===== config.mk =====
export PLATFORM = sky130hd
export DESIGN_NAME = bpsk_tx_scheduler
export DESIGN_NICKNAME = d
export VERILOG_FILES = /design/src/rtl/bpsk_pkg.sv /design/src/rtl/bpsk_tx_scheduler_rr_arbiter.sv /design/src/rtl/bpsk_tx_scheduler.sv
export SDC_FILE = /design/constraint.sdc
export NUM_CORES = 1
export LEC_CHECK = 0
export CAP_MARGIN = 10
export CORE_MARGIN = 8
export CORE_UTILIZATION = 45
export DETAILED_ROUTE_END_ITERATION = 6
export PLACE_DENSITY = 0.87
export SLEW_MARGIN = 20
export SYNTH_ARGS = -nofsm -noshare
export SYNTH_HDL_FRONTEND = slang
export SYNTH_SLANG_ARGS = --single-unit
export TNS_END_PERCENT = 1

===== constraint.sdc =====
create_clock -name clk -period 3.7 [get_ports clk]
set_input_delay 0.555 -clock clk [delete_from_list [all_inputs] [get_ports clk]]
set_output_delay 0.555 -clock clk [all_outputs]
set_load 0.05 [all_outputs]

===== src/rtl/bpsk_pkg.sv =====
// Shared definitions for the BPSK transmit scheduler: FSM encoding and send-pulse length.
package bpsk_pkg;

    typedef enum logic [2:0] {
        ST_IDLE       = 3'd0,
        ST_ARB        = 3'd1,
        ST_SEND       = 3'd2,
        ST_WAIT_START = 3'd3,
        ST_WAIT_END   = 3'd4,
        ST_GAP        = 3'd5
    } sched_state_t;

    // tx_send is held long enough to pass the modulator's 2-flop edge detector
    localparam int SEND_HOLD = 4;

endpackage


===== src/rtl/bpsk_tx_scheduler_rr_arbiter.sv =====
// Combinational round-robin pick: first set request at or after ptr, wrapping modulo NUM_REQ.
module rr_arbiter #(
    parameter int NUM_REQ = 2,
    parameter int IDX_W   = $clog2(NUM_REQ)
) (
    input  logic [NUM_REQ-1:0] req,
    input  logic [IDX_W-1:0]   ptr,
    output logic [NUM_REQ-1:0] grant,
    output logic [IDX_W-1:0]   idx,
    output logic               valid
);

    int cand;

    always_comb begin
        grant = '0;
        idx   = '0;
        valid = 1'b0;
        cand  = 0;
        for (int k = 0; k < NUM_REQ; k++) begin
            cand = int'(ptr) + k;
            if (cand >= NUM_REQ) cand = cand - NUM_REQ;
            if (!valid && req[cand]) begin
                valid       = 1'b1;
                idx         = IDX_W'(cand);
                grant[cand] = 1'b1;
            end
        end
    end

endmodule


===== src/rtl/bpsk_tx_scheduler.sv =====
// Round-robin scheduler granting one requester at a time to a BPSK modulator, with inter-frame gap.
// Optional watchdog on the modulator handshake is enabled by defining BPSK_SCHED_TIMEOUT_EN.
module bpsk_tx_scheduler
    import bpsk_pkg::*;
#(
    parameter int          NUM_REQ        = 2,
    parameter int          ADDR_WIDTH     = 8,
    parameter int          LEN_WIDTH      = 8,
    parameter int          GAP_CYCLES     = 1024,
    parameter logic [31:0] TIMEOUT_CYCLES = 32'd2000000
) (
    input  logic                          clk,
    input  logic                          rst,
    input  logic [NUM_REQ-1:0]            req,
    input  logic [NUM_REQ*ADDR_WIDTH-1:0] req_base,
    input  logic [NUM_REQ*LEN_WIDTH-1:0]  req_len,
    output logic [NUM_REQ-1:0]            grant,
    output logic [NUM_REQ-1:0]            done,
    output logic [NUM_REQ-1:0]            err,
    output logic                          tx_send,
    output logic [ADDR_WIDTH-1:0]         tx_base,
    output logic [LEN_WIDTH-1:0]          tx_len,
    input  logic                          tx_busy,
    output logic                          sched_busy,
    output logic [2:0]                    state_dbg
);

    // Handshake: a requester raises req[i] with stable req_base/req_len slices and holds them
    // until done[i]; err[i] accompanies done[i] when the frame was not transmitted.
    localparam int IDX_W = $clog2(NUM_REQ);

    sched_state_t          state, state_n;
    logic [15:0]           cnt;
    logic [IDX_W-1:0]      rr_ptr, ptr_next, arb_idx;
    logic [NUM_REQ-1:0]    arb_grant;
    logic                  arb_valid;
    logic [ADDR_WIDTH-1:0] sel_base;
    logic [LEN_WIDTH-1:0]  sel_len;
    logic                  send_last, gap_last, timeout;

    rr_arbiter #(.NUM_REQ(NUM_REQ), .IDX_W(IDX_W)) u_arb (
        .req   (req),
        .ptr   (rr_ptr),
        .grant (arb_grant),
        .idx   (arb_idx),
        .valid (arb_valid)
    );

    assign sel_base  = req_base[int'(arb_idx)*ADDR_WIDTH +: ADDR_WIDTH];
    assign sel_len   = req_len[int'(arb_idx)*LEN_WIDTH +: LEN_WIDTH];
    assign ptr_next  = (int'(arb_idx) == NUM_REQ-1) ? '0 : arb_idx + IDX_W'(1);
    assign send_last = (cnt == 16'(SEND_HOLD-1));
    assign gap_last  = (cnt == 16'(GAP_CYCLES-1));
    assign state_dbg = state;

`ifdef BPSK_SCHED_TIMEOUT_EN
    logic [31:0] wd_cnt;

    // Counts from WAIT_START entry through WAIT_END without restarting
    always_ff @(posedge clk) begin
        if (rst || !(state == ST_WAIT_START || state == ST_WAIT_END)) wd_cnt <= '0;
        else                                                           wd_cnt <= wd_cnt + 32'd1;
    end

    assign timeout = (state == ST_WAIT_START || state == ST_WAIT_END) &&
                     (wd_cnt == TIMEOUT_CYCLES - 32'd1);
`else
    assign timeout = 1'b0;
`endif

    always_comb begin
        state_n = state;
        case (state)
            ST_IDLE:       if (|req) state_n = ST_ARB;
            ST_ARB: begin
                if (!arb_valid)          state_n = ST_IDLE;
                else if (sel_len == '0)  state_n = ST_GAP;
                else                     state_n = ST_SEND;
            end
            ST_SEND:       if (send_last) state_n = ST_WAIT_START;
            ST_WAIT_START: begin
                if (tx_busy)      state_n = ST_WAIT_END;
                else if (timeout) state_n = ST_GAP;
            end
            ST_WAIT_END:   if (!tx_busy || timeout) state_n = ST_GAP;
            ST_GAP:        if (gap_last) state_n = (|req) ? ST_ARB : ST_IDLE;
            default:       state_n = ST_IDLE;
        endcase
    end

    always_ff @(posedge clk) begin
        if (rst) begin
            state      <= ST_IDLE;
            cnt        <= '0;
            sched_busy <= 1'b0;
        end else begin
            state      <= state_n;
            sched_busy <= (state_n != ST_IDLE);
            cnt        <= (state_n != state) ? 16'd0 : cnt + 16'd1;
        end
    end

    always_ff @(posedge clk) begin
        if (rst) begin
            grant   <= '0;
            done    <= '0;
            err     <= '0;
            tx_send <= 1'b0;
            tx_base <= '0;
            tx_len  <= '0;
            rr_ptr  <= '0;
        end else begin
            done <= '0;
            err  <= '0;
            case (state)
                ST_ARB: begin
                    if (arb_valid) begin
                        tx_base <= sel_base;
                        tx_len  <= sel_len;
                        rr_ptr  <= ptr_next;
                        // A zero-length frame completes immediately with an error
                        if (sel_len == '0) begin
                            done <= arb_grant;
                            err  <= arb_grant;
                        end else begin
                            grant   <= arb_grant;
                            tx_send <= 1'b1;
                        end
                    end
                end
                ST_SEND: if (send_last) tx_send <= 1'b0;
                ST_WAIT_START: begin
                    if (!tx_busy && timeout) begin
                        done  <= grant;
                        err   <= grant;
                        grant <= '0;
                    end
                end
                ST_WAIT_END: begin
                    if (!tx_busy) begin
                        done  <= grant;
                        grant <= '0;
                    end else if (timeout) begin
                        done  <= grant;
                        err   <= grant;
                        grant <= '0;
                    end
                end
                default: ;
            endcase
        end
    end

endmodule


# ---- Word-level counts from Yosys, hierarchy flattened
# Index checks and enable logic that the tools add are counted.
dict set report word_totals {
  regBits 44
  input_bits 37
  output_inout_bits 27
  word_cells 92
}
dict set report op_classes {
  n_addsub 5
  order_cmp 6
  n_eq_ne 12
  shift 2
  muxes 40
  bitwise 2
  reduce_logical 15
}
# op n
set ops {}
lappend ops {{32-bit by 1-bit greater-or-equal comparator with 1-bit output (second input constant)} 2}
lappend ops {{32-bit by 3-bit < comparator with 1-bit output (second input constant)} 2}
lappend ops {{32-bit two-way mux} 2}
lappend ops {{32-bit by 3-bit greater-or-equal comparator with 1-bit output (second input constant)} 1}
lappend ops {{16-bit by 5-bit indexed part select with 8-bit output} 2}
lappend ops {{32-bit by 3-bit subtractor with 32-bit output (second input constant)} 1}
lappend ops {{3-bit two-way mux} 7}
lappend ops {{3-bit case mux with 6 select lines} 1}
lappend ops {{1-bit two-way mux} 17}
lappend ops {{16-bit by 1-bit adder with 16-bit output (second input constant)} 1}
lappend ops {{16-bit by 10-bit equality test with 1-bit output (second input constant)} 1}
lappend ops {{16-bit by 2-bit equality test with 1-bit output (second input constant)} 1}
lappend ops {{2-bit two-way mux} 8}
lappend ops {{8-bit zero test} 1}
lappend ops {{2-bit != test (second input constant)} 4}
lappend ops {{2-bit case mux with 2 select lines} 2}
lappend ops {{4-bit AND reduction} 2}
lappend ops {{3-bit by 2-bit equality test with 1-bit output (second input constant)} 2}
lappend ops {{3-bit equality test (second input constant)} 2}
lappend ops {{2-bit OR reduction} 3}
lappend ops {{2-bit nonzero test} 2}
lappend ops {{3-bit by 1-bit equality test with 1-bit output (second input constant)} 1}
lappend ops {{1-bit logical AND} 3}
lappend ops {{3-bit zero test} 1}
lappend ops {{other kinds (12)} 13}

# ---- Logic depth before layout (Yosys ltp)
dict set report depth {
  word_depth 16
  ltp_mapped 8
  depth_no_buf 6
}

# ---- By module
# Synthesis repeated with hierarchy kept, for this count alone.
dict set report unflattened {
  cells_unflattened 234
  area_unflattened_um2 2173.3
}
# module n_inst cells_each area_per_inst_um2 seq_area_each_um2
set modules_own_cells {}
lappend modules_own_cells {bpsk_tx_scheduler 1 229 2140.8 880.8}
lappend modules_own_cells {rr_arbiter 1 5 32.5 0.0}

# ---- Worst setup path after synthesis
# No wires, ideal clock.
dict set report synth_timing {
  kind {reg2reg}
  start {reg cnt[0]}
  end {reg cnt[1]}
  setup_ns 0.121
  arrival_ns 1.971
  t_required_ns 3.579
  setup_slack_ns 1.608
  stages_incl_launch_ff 9
  path_buffers 2
  synth_period_minus_slack_ns 2.092
  path_cell_list {dfxtp_1 > ha_1 > buf_2 > or3b_1 > nor4_4 > o21ai_2 > o32ai_4 > buf_6 > nor3b_1}
}
dict set report synth_via {
  elab_chain_len 5
  word_cells_on_any_way 8
  classes_between {add/sub (1); eq/ne (3); mux (3); reduce/logical (1)}
}
# item line_no
set synth_rtl {}
lappend synth_rtl {{from (decl)} bpsk_tx_scheduler.sv:33} ;# logic [15:0] cnt;
lappend synth_rtl {{from (signal assigned)} bpsk_tx_scheduler.sv:99} ;# cnt <= (state_n != state) ? 16'd0 : cnt + 16'd1;
lappend synth_rtl {{16-bit by 10-bit equality test with 1-bit output or 16-bit by 2-bit equality test with 1-bit output (tied branches)} {bpsk_tx_scheduler.sv:53, bpsk_tx_scheduler.sv:52}}
lappend synth_rtl {{3-bit two-way mux, on equally long branches} {bpsk_tx_scheduler.sv:86, bpsk_tx_scheduler.sv:80}}
lappend synth_rtl {{3-bit case mux with 6 select lines} bpsk_tx_scheduler.sv:73} ;# case (state)
lappend synth_rtl {{3-bit != test} bpsk_tx_scheduler.sv:99}
lappend synth_rtl {{2-bit OR reduction (no source line)} -}
# Parallel ways exist; a longest one is shown, timed or not.
# A chain may end at the register's enable or synchronous reset.

# ---- Final worst setup path
dict set report layout_timing {
  start {reg cnt[0]}
  end {reg cnt[8]}
}
# The elaborated chain is that of the path after synthesis.

==> summary.md <==
| Metric | Value |
|---|---|
| Status | `finished clean` |
| DRC violations left | `0` |
| Post-synthesis average cell area | `8.80 um2` |
| CTS Buf Count | `5` |
| Final worst slack | `1.21 ns` |
| Clk_skew | `0.00650 ns` |
| # resized after CTS | `0` |
| Clock tree buffer depth | `2` |
| Worst-skew pair later-pin latency | `0.30 ns` |
| Startpoint Class | `flop` |
| Setup-failing EPs final | `0` |
| N_diodes | `0` |
| CP max FO | `16` |
| Hold Crit Start | `cnt[0]$_SDFF_PP0_` |
| CTS tree | `yes` |
| Vias per cell | `5.46` |
| Final weighted congestion in routability-driven placement | `0.826` |
| Switching power | `390 uW` |
| Setup tns final | `0 ns` |
| Most common cell after layout, fill and taps aside | `clkdlybuf4s50_1` |
| Post-CTS Setup Bufs | `0` |
| Leak Pwr | `0.00107 uW` |
| Peak VDD IR | `218 uV` |
| Global-route wire length before repair | `9140 um` |
| Worst min-delay path class | `reg -> reg` |
| H-tree levels | `2` |
| Syn Inst Count | `249` |
| Seq pwr share | `0.433` |
| Post-route design area | `2970 um2` |
| Layout Nets | `344` |
| Placed cell area | `2850 um2` |
| Via count | `2041` |
| FMAX | `402 MHz` |
| Vias in the first global route | `1968` |
| Post-Syn Area | `2190 um2` |
| Crit-path max cell delay | `0.59 ns` |
| Logic pwr share | `0.267` |
| Crit path max-delay family | `simple AND/OR/NAND/NOR gates` |
| Crit-path slowest cell | `o32ai_4` |
| Measured slew at the worst slew-check pin | `0.669 ns` |
| Max Slew Vio Count | `0` |
| Total wire length | `5570 um` |
| Worst R2R Start | `cnt[0]$_SDFF_PP0_` |
| Hold Buf Count CTS | `0` |
| Library cells used by synthesis | `47` |
| Max-Slew Margin vs Limit | `0.554` |
| Remaining Overflow, GRT | `0` |
| Clock root buffer | `clkbuf_8` |
| Drt wl/cell | `14.9 um` |
| Hold Fails Final Rpt | `0` |
| Clock Sinks | `44` |
| Row Count | `25` |
| Die X | `85.8 um` |
| Sw Share | `0.318` |
| Initial antenna violation count | `0` |
| Commonest cells after routing, fill and taps aside | `clkdlybuf4s50_1 (63), dfxtp_1 (44), nor2_1 (26)` |
| Hold depth | `1` |
| Sequential share of the synthesized area | `0.402` |
| Detailed Routing Iterations Pass 1 | `4` |
| Synth warn | `0` |
| Die area | `7360 um2` |
| Crit. Startpoint | `cnt[0]$_SDFF_PP0_` |
| Final ANT Viol Nets | `0` |
| Part of the cycle the worst path needs | `0.672` |
| Setup repair after global routing missed its margin | `no` |
| Critical Path Stages | `6` |
| Starting Density | `0.464` |
| Clock network fraction of design power | `0.300` |
| Number of buffers and inverters on the critical path | `0` |
| Worst-case reg-to-reg path depth | `6` |
| CP Cell Sequence | `ha_1, or3b_1, nor4_4, o21ai_2, o32ai_4, nor3_1` |
| Pint | `839 uW` |
| Area delta synth->final | `35.5%` |
| Seq cells post-synth | `44` |
| Initial DRC count | `131` |
| IO Port Bufs | `63` |
| Post-synth net total | `287` |
| Post-layout min period | `2.49 ns` |
| Die H | `85.8 um` |
| Largest net degree at the start of global routing | `38` |
| CORE AREA | `4720 um2` |
| DP HPWL | `4210 um` |
| Max Cap Viol | `0` |
| CP arrival | `2.64 ns` |
| IO Count | `64` |
| WS Path Type | `reg -> reg` |
| Clock transition at path regs | `0.08 ns` |
| DP Worst Slack | `1.04 ns` |
| Power Density | `414 nW/um2` |
| Worst endpoint required time | `3.86 ns` |
| Worst setup EP type | `flop` |
| All-Layer GR Usage | `0.152` |
| Share of cells above drive strength 1 | `0.0749` |
[through the flow]
| stage | utilization | hold slack, ns | total power (uW) | std cells |
|---|---|---|---|---|
| 2_1_floorplan | - | 0.443 | 753 | 249 |
| 3_3_place_gp | 0.604 | 0.460 | 866 | 366 |
| 3_5_place_dp | 0.604 | 0.475 | 872 | 366 |
| 4_1_cts | 0.629 | 0.487 | 1240 | 374 |
| 5_1_grt | 0.629 | 0.502 | 1290 | 374 |
| 6_report | 0.629 | 0.486 | 1230 | 374 |
[worst paths after layout]
check                       to  slack (ns)
max          cnt[8]$_SDFF_PP0_        1.21
min          cnt[0]$_SDFF_PP0_        0.49
max reg2reg  cnt[8]$_SDFF_PP0_        1.21
min reg2reg  cnt[0]$_SDFF_PP0_        0.49
[logic make-up after synthesis]
kind of cell,share of synthesized area
adders and majority gates,0.00571
muxes,0.0828
DFF,0.402
and+or+nand+nor,0.264
xor gates and xnor gates,0.0560
buffers and inverters,0.0440
AOI/OAI and AO/OA,0.146
[worst reg2reg max path, cell delays in order, from the launching register on]
cell	delay (ns)
dfxtp_1	0.37
ha_1	0.34
or3b_1	0.45
nor4_4	0.35
o21ai_2	0.10
o32ai_4	0.59
nor3_1	0.14
[layout make-up]
class	count	area, um2
Timing Repair Buffer	66	653
Multi-Input combinational cell	185	1220
Clock buffer	5	68.8
Sequential cell	44	881
Inverter	4	15.0
Fill cell	401	1750
Tap cell	67	83.8
Clock inverter	3	47.5
[power groups by stage]
stage | sequential [uW] | clock (uW) | combinational, uW
after global placement | 541 | 0 | 325
after floorplan | 629 | 0 | 124
after global routing | 537 | 399 | 351
final | 532 | 369 | 328
after CTS | 532 | 380 | 331
after detailed placement | 543 | 0 | 330
[cells in the mapped netlist, drive strengths merged]
library cell | count | area, um2
o32ai | 1 | 27.5
xnor2 | 3 | 26.3
mux2i | 17 | 170
and2 | 4 | 26.3
mux2 | 1 | 11.3
or3 | 2 | 12.5
a31oi | 1 | 6.26
nor4 | 6 | 52.6
nand4 | 7 | 43.8
a2111oi | 1 | 8.76
a21o | 1 | 7.51
inv | 4 | 15.0
a211oi | 17 | 128
dfxtp | 44 | 881
and4 | 1 | 8.76
nand2 | 15 | 56.3
buf | 11 | 62.6
and3 | 2 | 12.5
or3b | 2 | 17.5
ha | 1 | 12.5
xor2 | 11 | 96.3
nand3 | 9 | 45.0
o21ai | 3 | 18.8
o22ai | 1 | 6.26
nor2b | 3 | 18.8
clkbuf | 5 | 18.8
o211ai | 4 | 30.0
nor3 | 22 | 115
nor3b | 3 | 22.5
a311oi | 1 | 8.76
or4 | 2 | 18.8
a21oi | 12 | 60.1
nand2b | 2 | 12.5
nor2 | 27 | 109
o2111ai | 1 | 8.76
o221ai | 1 | 8.76
or2 | 1 | 6.26
[state kept, by name, indices dropped and copies added, names as in the netlist]
signal and cells:
done 2, sched_busy 1, tx_len 8, err 2, tx_base 8, rr_ptr 1
state_dbg 3, tx_send 1, grant 2, cnt 16
[layer usage]
layer,global-route usage,wire length [um],part of all wire,vias up
li1,-,-,-,1027
met2,0.264,2710,0.49,60
met5,0,0,0,-
met4,0.0717,117,0.021,0
met3,0.0344,296,0.053,12
met1,0.171,2440,0.44,942
(Power assumes the default switching activity.)
